`config.mk`:
```
export PLATFORM = sky130hd
export DESIGN_NAME = priority_encoder_seq
export DESIGN_NICKNAME = d
export VERILOG_FILES = /design/src/rtl/priority_encoder_seq.sv
export SDC_FILE = /design/constraint.sdc
export NUM_CORES = 1
export LEC_CHECK = 0
export CAP_MARGIN = 20
export CORE_MARGIN = 2
export CORE_UTILIZATION = 51
export DETAILED_ROUTE_END_ITERATION = 10
export GPL_TIMING_DRIVEN = 1
export MAX_ROUTING_LAYER = met4
export PLACE_DENSITY_LB_ADDON = 0.3
export REMOVE_ABC_BUFFERS = 1
export SETUP_SLACK_MARGIN = 0.5
export SLEW_MARGIN = 20
export SYNTH_ARGS = -nofsm -noshare
export SYNTH_HDL_FRONTEND = slang
export SYNTH_SLANG_ARGS = --single-unit
```
`constraint.sdc`:
```
create_clock -name clk -period 6.17 [get_ports clk]
set_clock_uncertainty 0.2 [all_clocks]
set_input_delay 0.9255 -clock clk [delete_from_list [all_inputs] [get_ports clk]]
set_output_delay 0.9255 -clock clk [all_outputs]
set_load 0.02 [all_outputs]
```
`src/rtl/priority_encoder_seq.sv`:
```
// Sequential priority encoder with a pending register and a valid/ready grant.
// The lowest-numbered pending line is granted; the line is cleared as it is granted.
module priority_encoder_seq #(
  parameter int N_REQ     = 32,
  parameter int IDX_WIDTH = 5
) (
  input  logic                 clk,
  input  logic                 rst_n,
  input  logic [N_REQ-1:0]     req_bits,
  output logic [IDX_WIDTH-1:0] out_index,
  output logic                 out_valid,
  input  logic                 out_ready,
  output logic [N_REQ-1:0]     pending_bits,
  output logic                 ovf,
  input  logic                 ovf_clr
);

  typedef enum logic {
    IDLE = 1'b0,
    HOLD = 1'b1
  } state_e;

  localparam logic [N_REQ-1:0] ONE = N_REQ'(1);

  state_e               state_q, state_d;
  logic [N_REQ-1:0]     pending_q, pending_d;
  logic [N_REQ-1:0]     grant_clr;
  logic [IDX_WIDTH-1:0] idx_q, idx_d;
  logic [IDX_WIDTH-1:0] sel_idx;
  logic                 valid_q, valid_d;
  logic                 ovf_q, ovf_d;
  logic                 any_pend;
  logic                 take;
  logic                 ovf_hit;

  // Lowest-numbered set bit of the registered pending value.
  always_comb begin
    sel_idx = '0;
    for (int i = N_REQ - 1; i >= 0; i--) begin
      if (pending_q[i]) sel_idx = IDX_WIDTH'(i);
    end
  end

  assign any_pend = |pending_q;

  // Grant FSM: a new grant is taken in IDLE or when HOLD is accepted.
  always_comb begin
    state_d   = state_q;
    idx_d     = idx_q;
    valid_d   = valid_q;
    grant_clr = '0;
    take      = (state_q == IDLE) || out_ready;
    if (take) begin
      if (any_pend) begin
        state_d   = HOLD;
        idx_d     = sel_idx;
        valid_d   = 1'b1;
        grant_clr = ONE << sel_idx;
      end else begin
        state_d = IDLE;
        valid_d = 1'b0;
      end
    end
  end

  // Pending update with set-wins collision and sticky overflow.
  always_comb begin
    pending_d = (pending_q & ~grant_clr) | req_bits;
    ovf_hit   = |(req_bits & pending_q & ~grant_clr);
    ovf_d     = ovf_q;
    if (ovf_hit) begin
      ovf_d = 1'b1;
    end else if (ovf_clr) begin
      ovf_d = 1'b0;
    end
  end

  // State and registered outputs.
  always_ff @(posedge clk or negedge rst_n) begin
    if (!rst_n) begin
      state_q   <= IDLE;
      pending_q <= '0;
      idx_q     <= '0;
      valid_q   <= 1'b0;
      ovf_q     <= 1'b0;
    end else begin
      state_q   <= state_d;
      pending_q <= pending_d;
      idx_q     <= idx_d;
      valid_q   <= valid_d;
      ovf_q     <= ovf_d;
    end
  end

  assign out_index    = idx_q;
  assign out_valid    = valid_q;
  assign pending_bits = pending_q;
  assign ovf          = ovf_q;

endmodule
```
After elaboration in Yosys (flattened, before gate mapping)
Cells that the tools add are included.
{"block": "op_classes", "n_shift": 1, "n_mux": 37, "n_bitwise": 6, "reduce_logical": 5}
{"op": "5-bit 2-to-1 mux", "count": 32}
{"op": "32-bit bitwise AND", "count": 3}
{"op": "32-bit 2-to-1 mux", "count": 2}
{"op": "32-bit OR reduction", "count": 2}
{"op": "32-bit NOT", "count": 1}
{"op": "32-bit OR", "count": 1}
{"op": "1-bit by 5-bit left shift with 32-bit output, first input constant", "count": 1}
{"op": "1-bit 2-to-1 mux", "count": 3}
{"op": "2-bit AND reduction", "count": 1}
{"op": "2-bit nonzero test", "count": 1}
{"op": "1-bit logical OR", "count": 1}
{"op": "1-bit NOT", "count": 1}
{"block": "word_totals", "reg_bits": 39, "inputBits": 36, "output_inout_bits": 39, "word_cells": 53}

Logic depth before layout (Yosys ltp)
{"block": "logic_depth", "depth_word": 39, "ltp_mapped": 10, "depth_no_buf": 9}

Worst setup path after synthesis
No wires, ideal clock.
{"block": "synth_path", "path_type": "input to register", "from": "in out_ready", "to": "reg ovf_q (netlist: ovf)", "setup_ns": 0.139, "arrival_ns": 3.051, "required_time_ns": 5.831, "setup_slack_ns": 2.781, "stages": 10, "n_path_buf": 1, "cell_sequence": "nand2b_1 clkbuf_1 nand3_1 nor4_4 a21oi_1 nor4_1 o2111ai_1 a221oi_2 o2111ai_1 or4_1"}
{"block": "synth_between", "elab_chain_len": 6, "word_cells_on_any_way": 7, "classes_between": "mux (2); bitwise (2); reduce/logical (3)"}
{"element": "start: declaration", "line_no": "12", "rtl": "input logic out_ready,"}
{"element": "1-bit logical OR (*)", "line_no": "52", "rtl": "take = (state_q == IDLE) || out_ready;"}
{"element": "32-bit 2-to-1 mux (*)", "line_no": "53", "rtl": "if (take) begin"}
{"element": "32-bit NOT (*)", "line_no": "69", "rtl": "ovf_hit = |(req_bits & pending_q & ~grant_clr);"}
{"element": "32-bit bitwise AND (*)", "line_no": "69"}
{"element": "32-bit OR reduction (*)", "line_no": "69"}
{"element": "1-bit 2-to-1 mux / 2-bit nonzero test (equally long branches)"}
{"element": "end signal: assignment", "line_no": "91", "rtl": "ovf_q <= ovf_d;"}
{"element": "end: declaration", "line_no": "31", "rtl": "logic ovf_q, ovf_d;"}
Mark *: on every way between the ends. The rest lies on a longest branch, timed or not.
A chain may end at the register's enable or synchronous reset.

Worst setup path in the final report
Same ends and word-level chain as after synthesis.

==> flow_summary.yaml <==
place:
  globalplace.congestion: 1.02
  dp_hpwl_um: 6330
  post-place-ws_ps: 2010
  placedCellCount: 399
  portBuffers: 74
synth:
  synth.avg_cell_area_um2: 8.83
  synth.ff_latch_count: 39
  yosysTopAreaCell: "dfrtp_1"
  synth_top_cell_area_share_pct: 40.1
  synth_edf_count: 0
  synth_async_sr_flop_share_pct: 100
  yosys_warnings: 0
  syn_inst: 276
  synthFlopType: "dfrtp_1"
  synthTopCellsByArea: "dfrtp_1 40%, a21o_1 5.5%, nand2_1 5.4%, o21ai_0 3.9%, nand2b_1 3.6%"
  synth_area_um2: 2440
  synth_cell_types: 52
  seq_area_frac_synth_pct: 40.1
cts:
  cts-resized-gates: 0
  htreeDepth: 2
  worstSkewPairLatency_ps: 300
  cts.sinks: 39
  clock_path_buffers: 2
  cts_tree: "yes"
  cts_buffers: 5
  post_cts_buffers: 0
  cts_root_buffer: "clkbuf_8"
  clkTransAtPathRegs_ps: 80
  cts_hold_repair.buffers: 0
final_layout:
  nets: 388
  syn_to_final_growth_pct: 35.1
  drive_above_1_share_pct: 5.38
  finalNonFillerCells: 407
  diodes: 0
worst_hold_path:
  hold_path.class: "reg -> reg"
run_status:
  outcome: "finished clean"
floorplanning:
  die_area_um2: 5350
  start_util_pct: 52.3
  dieHeight_um: 73.1
  die_w_um: 73.1
  row_count: 25
  io_pins: 75
  core_area_um2: 4660
worst_setup_path:
  required_ps: 6140
  critical-path-slowest-cell: "or4_1"
  cp_cell_sequence: "clkdlybuf4s50_1, nand2b_1, nand3_1, nor4_4, a21oi_1, nor4_1, o2111ai_1, a221oi_2, o2111ai_1, or4_1"
  crit_buf_inv: 1
  path_class: "in -> reg"
  slowest_delay_ps: 530
  crit_family: "simple AND/OR/NAND/NOR gates"
  path_max_fanout: 9
  arrival_ps: 3900
  critPathLaunchType: "input port"
  cpMostUsedCell: "o2111ai_1"
  cp-end-kind: "register"
drt:
  drcViolationCount: 0
  wl_per_cell_um: 20.6
  wl_um: 8390
  drt_iter0_drc: 280
  vias: 2676
  drt_first_pass_iters: 5
  via_per_inst: 6.57
  ant_nets: 0
timing:
  hold_slack_ps: 296
  setup_tns_ps: 0
  worstMarginPinSlew_ps: 1120
  hold_viol_final: 0
  max_freq_mhz: 255
  finalSetupViolations: 0
  worst_slack_ps: 2240
  period_minus_slack_ps: 3930
  rsz0062_at_grt: "no"
  slew_violations: 0
  slew_headroom_pct: 25.1
  period_share_pct: 63.7
power:
  total_power_w: 0.000501
  cellPowerDensity_nw_per_um2: 152
  leakagePower_nw: 1.18
  vdd_drop_max_uv: 107
global_route:
  overflow: 0
  track_usage_pct: 33.6
  grt_pass1_wl_um: 13100
  antenna_found_initial: 0
  grt_pass1_vias: 2617
  grt_max_degree: 40
flow_run:
  drv_cap: 0
-- per-layer routing --
metal	GRT usage, %	wire length [um]
met2	51.7	3940
met3	6.91	694
met4	12.1	212
met5	-	0
met1	43.8	3550
-- flip-flops by register name (all words and copies together) (netlist names) --
name	flops
ovf	1
out_index	5
pending_bits	32
out_valid	1
-- cells in the final DEF, fill, tap and decap left out, types with 3 or more instances in the layout --
cell type,n
dfrtp_1,39
nor2_1,23
nor4_4,4
nor4_1,4
inv_1,10
nor2b_1,6
nand2_1,35
clkbuf_8,5
a21o_1,18
o31ai_1,5
o2111ai_1,3
o211ai_1,6
nand3_1,16
clkdlybuf4s50_1,73
a21oi_1,12
a31oi_1,4
nand2b_1,14
nor3_1,9
o21ai_0,19
-- worst reg2reg max path, stage by stage (launching register included) --
cell and delay, ps:
dfrtp_1 480, nor4_1 560, nand2b_1 190, a31oi_1 100, nand2b_1 390, nor4b_4 610
a21boi_1 210, a211oi_2 310, o2111ai_1 160, or4_1 530
-- logic make-up (layout without fill, tap and decap cells) --
| group | after synthesis | count (layout) | share of synthesized area, % |
|---|---|---|---|
| simple gates | 126 | 126 | 29.0 |
| compound gates | 96 | 96 | 28.2 |
| flops | 39 | 39 | 40.1 |
| buf+inv | 15 | 92 | 2.72 |
-- per-stage QoR --
stage | util (%) | area, um^2
2_1_floorplan | - | 2410
4_1_cts | 70.6 | 3290
3_3_place_gp | 68.9 | 3210
6_report | 70.6 | 3290
5_1_grt | 70.6 | 3290
3_5_place_dp | 68.9 | 3210
-- synthesized netlist by cell type, drive strengths merged (2+ instances only) --
| cell type | n |
|---|---|
| o31ai | 5 |
| nand2b | 14 |
| clkbuf | 2 |
| or2 | 2 |
| a311o | 2 |
| o22ai | 2 |
| and2 | 2 |
| a21oi | 12 |
| nor3b | 2 |
| a22oi | 2 |
| inv | 10 |
| nor2b | 6 |
| nand3 | 16 |
| a222oi | 2 |
| o21ai | 21 |
| or4 | 2 |
| and2b | 2 |
| o311ai | 2 |
| a211oi | 2 |
| nor3 | 9 |
| buf | 3 |
| dfrtp | 39 |
| a211o | 2 |
| nand2 | 35 |
| o211ai | 7 |
| a21o | 18 |
| a311oi | 2 |
| nor4 | 9 |
| and3 | 2 |
| o2111ai | 3 |
| a31oi | 4 |
| nor2 | 23 |
-- cell type report --
class                      count  area (um^2)
sequential                    39          976
fill                         397         1370
clock inverter                 1         5.00
clock buffer                   7         76.3
inverter                      10         37.5
timing repair buffer          74          736
multi-input combinational    222         1390
tap                           54         67.6
-- power breakdown --
part	leakage (nW)	switching (W)	internal, W
logic	0.772	0.0000321	0.0000340
clock network	0.0422	0.0000920	0.0000794
registers	0.366	0.00000512	0.000258
-- path summary, 6_finish.rpt --
check,start,endpoint,slack (ps),cells past startpoint
setup / recovery,out_ready,ovf,2240,10
hold / removal,out_index[2],out_index[2],300,2
setup reg to reg,pending_bits[19],ovf,2310,9
hold reg to reg,out_index[2],out_index[2],300,2
max in group asynchronous,rst_n,pending_bits[12],4650,1
min in group asynchronous,rst_n,out_index[2],550,1
No activity file was read; power rests on OpenSTA's default activity.
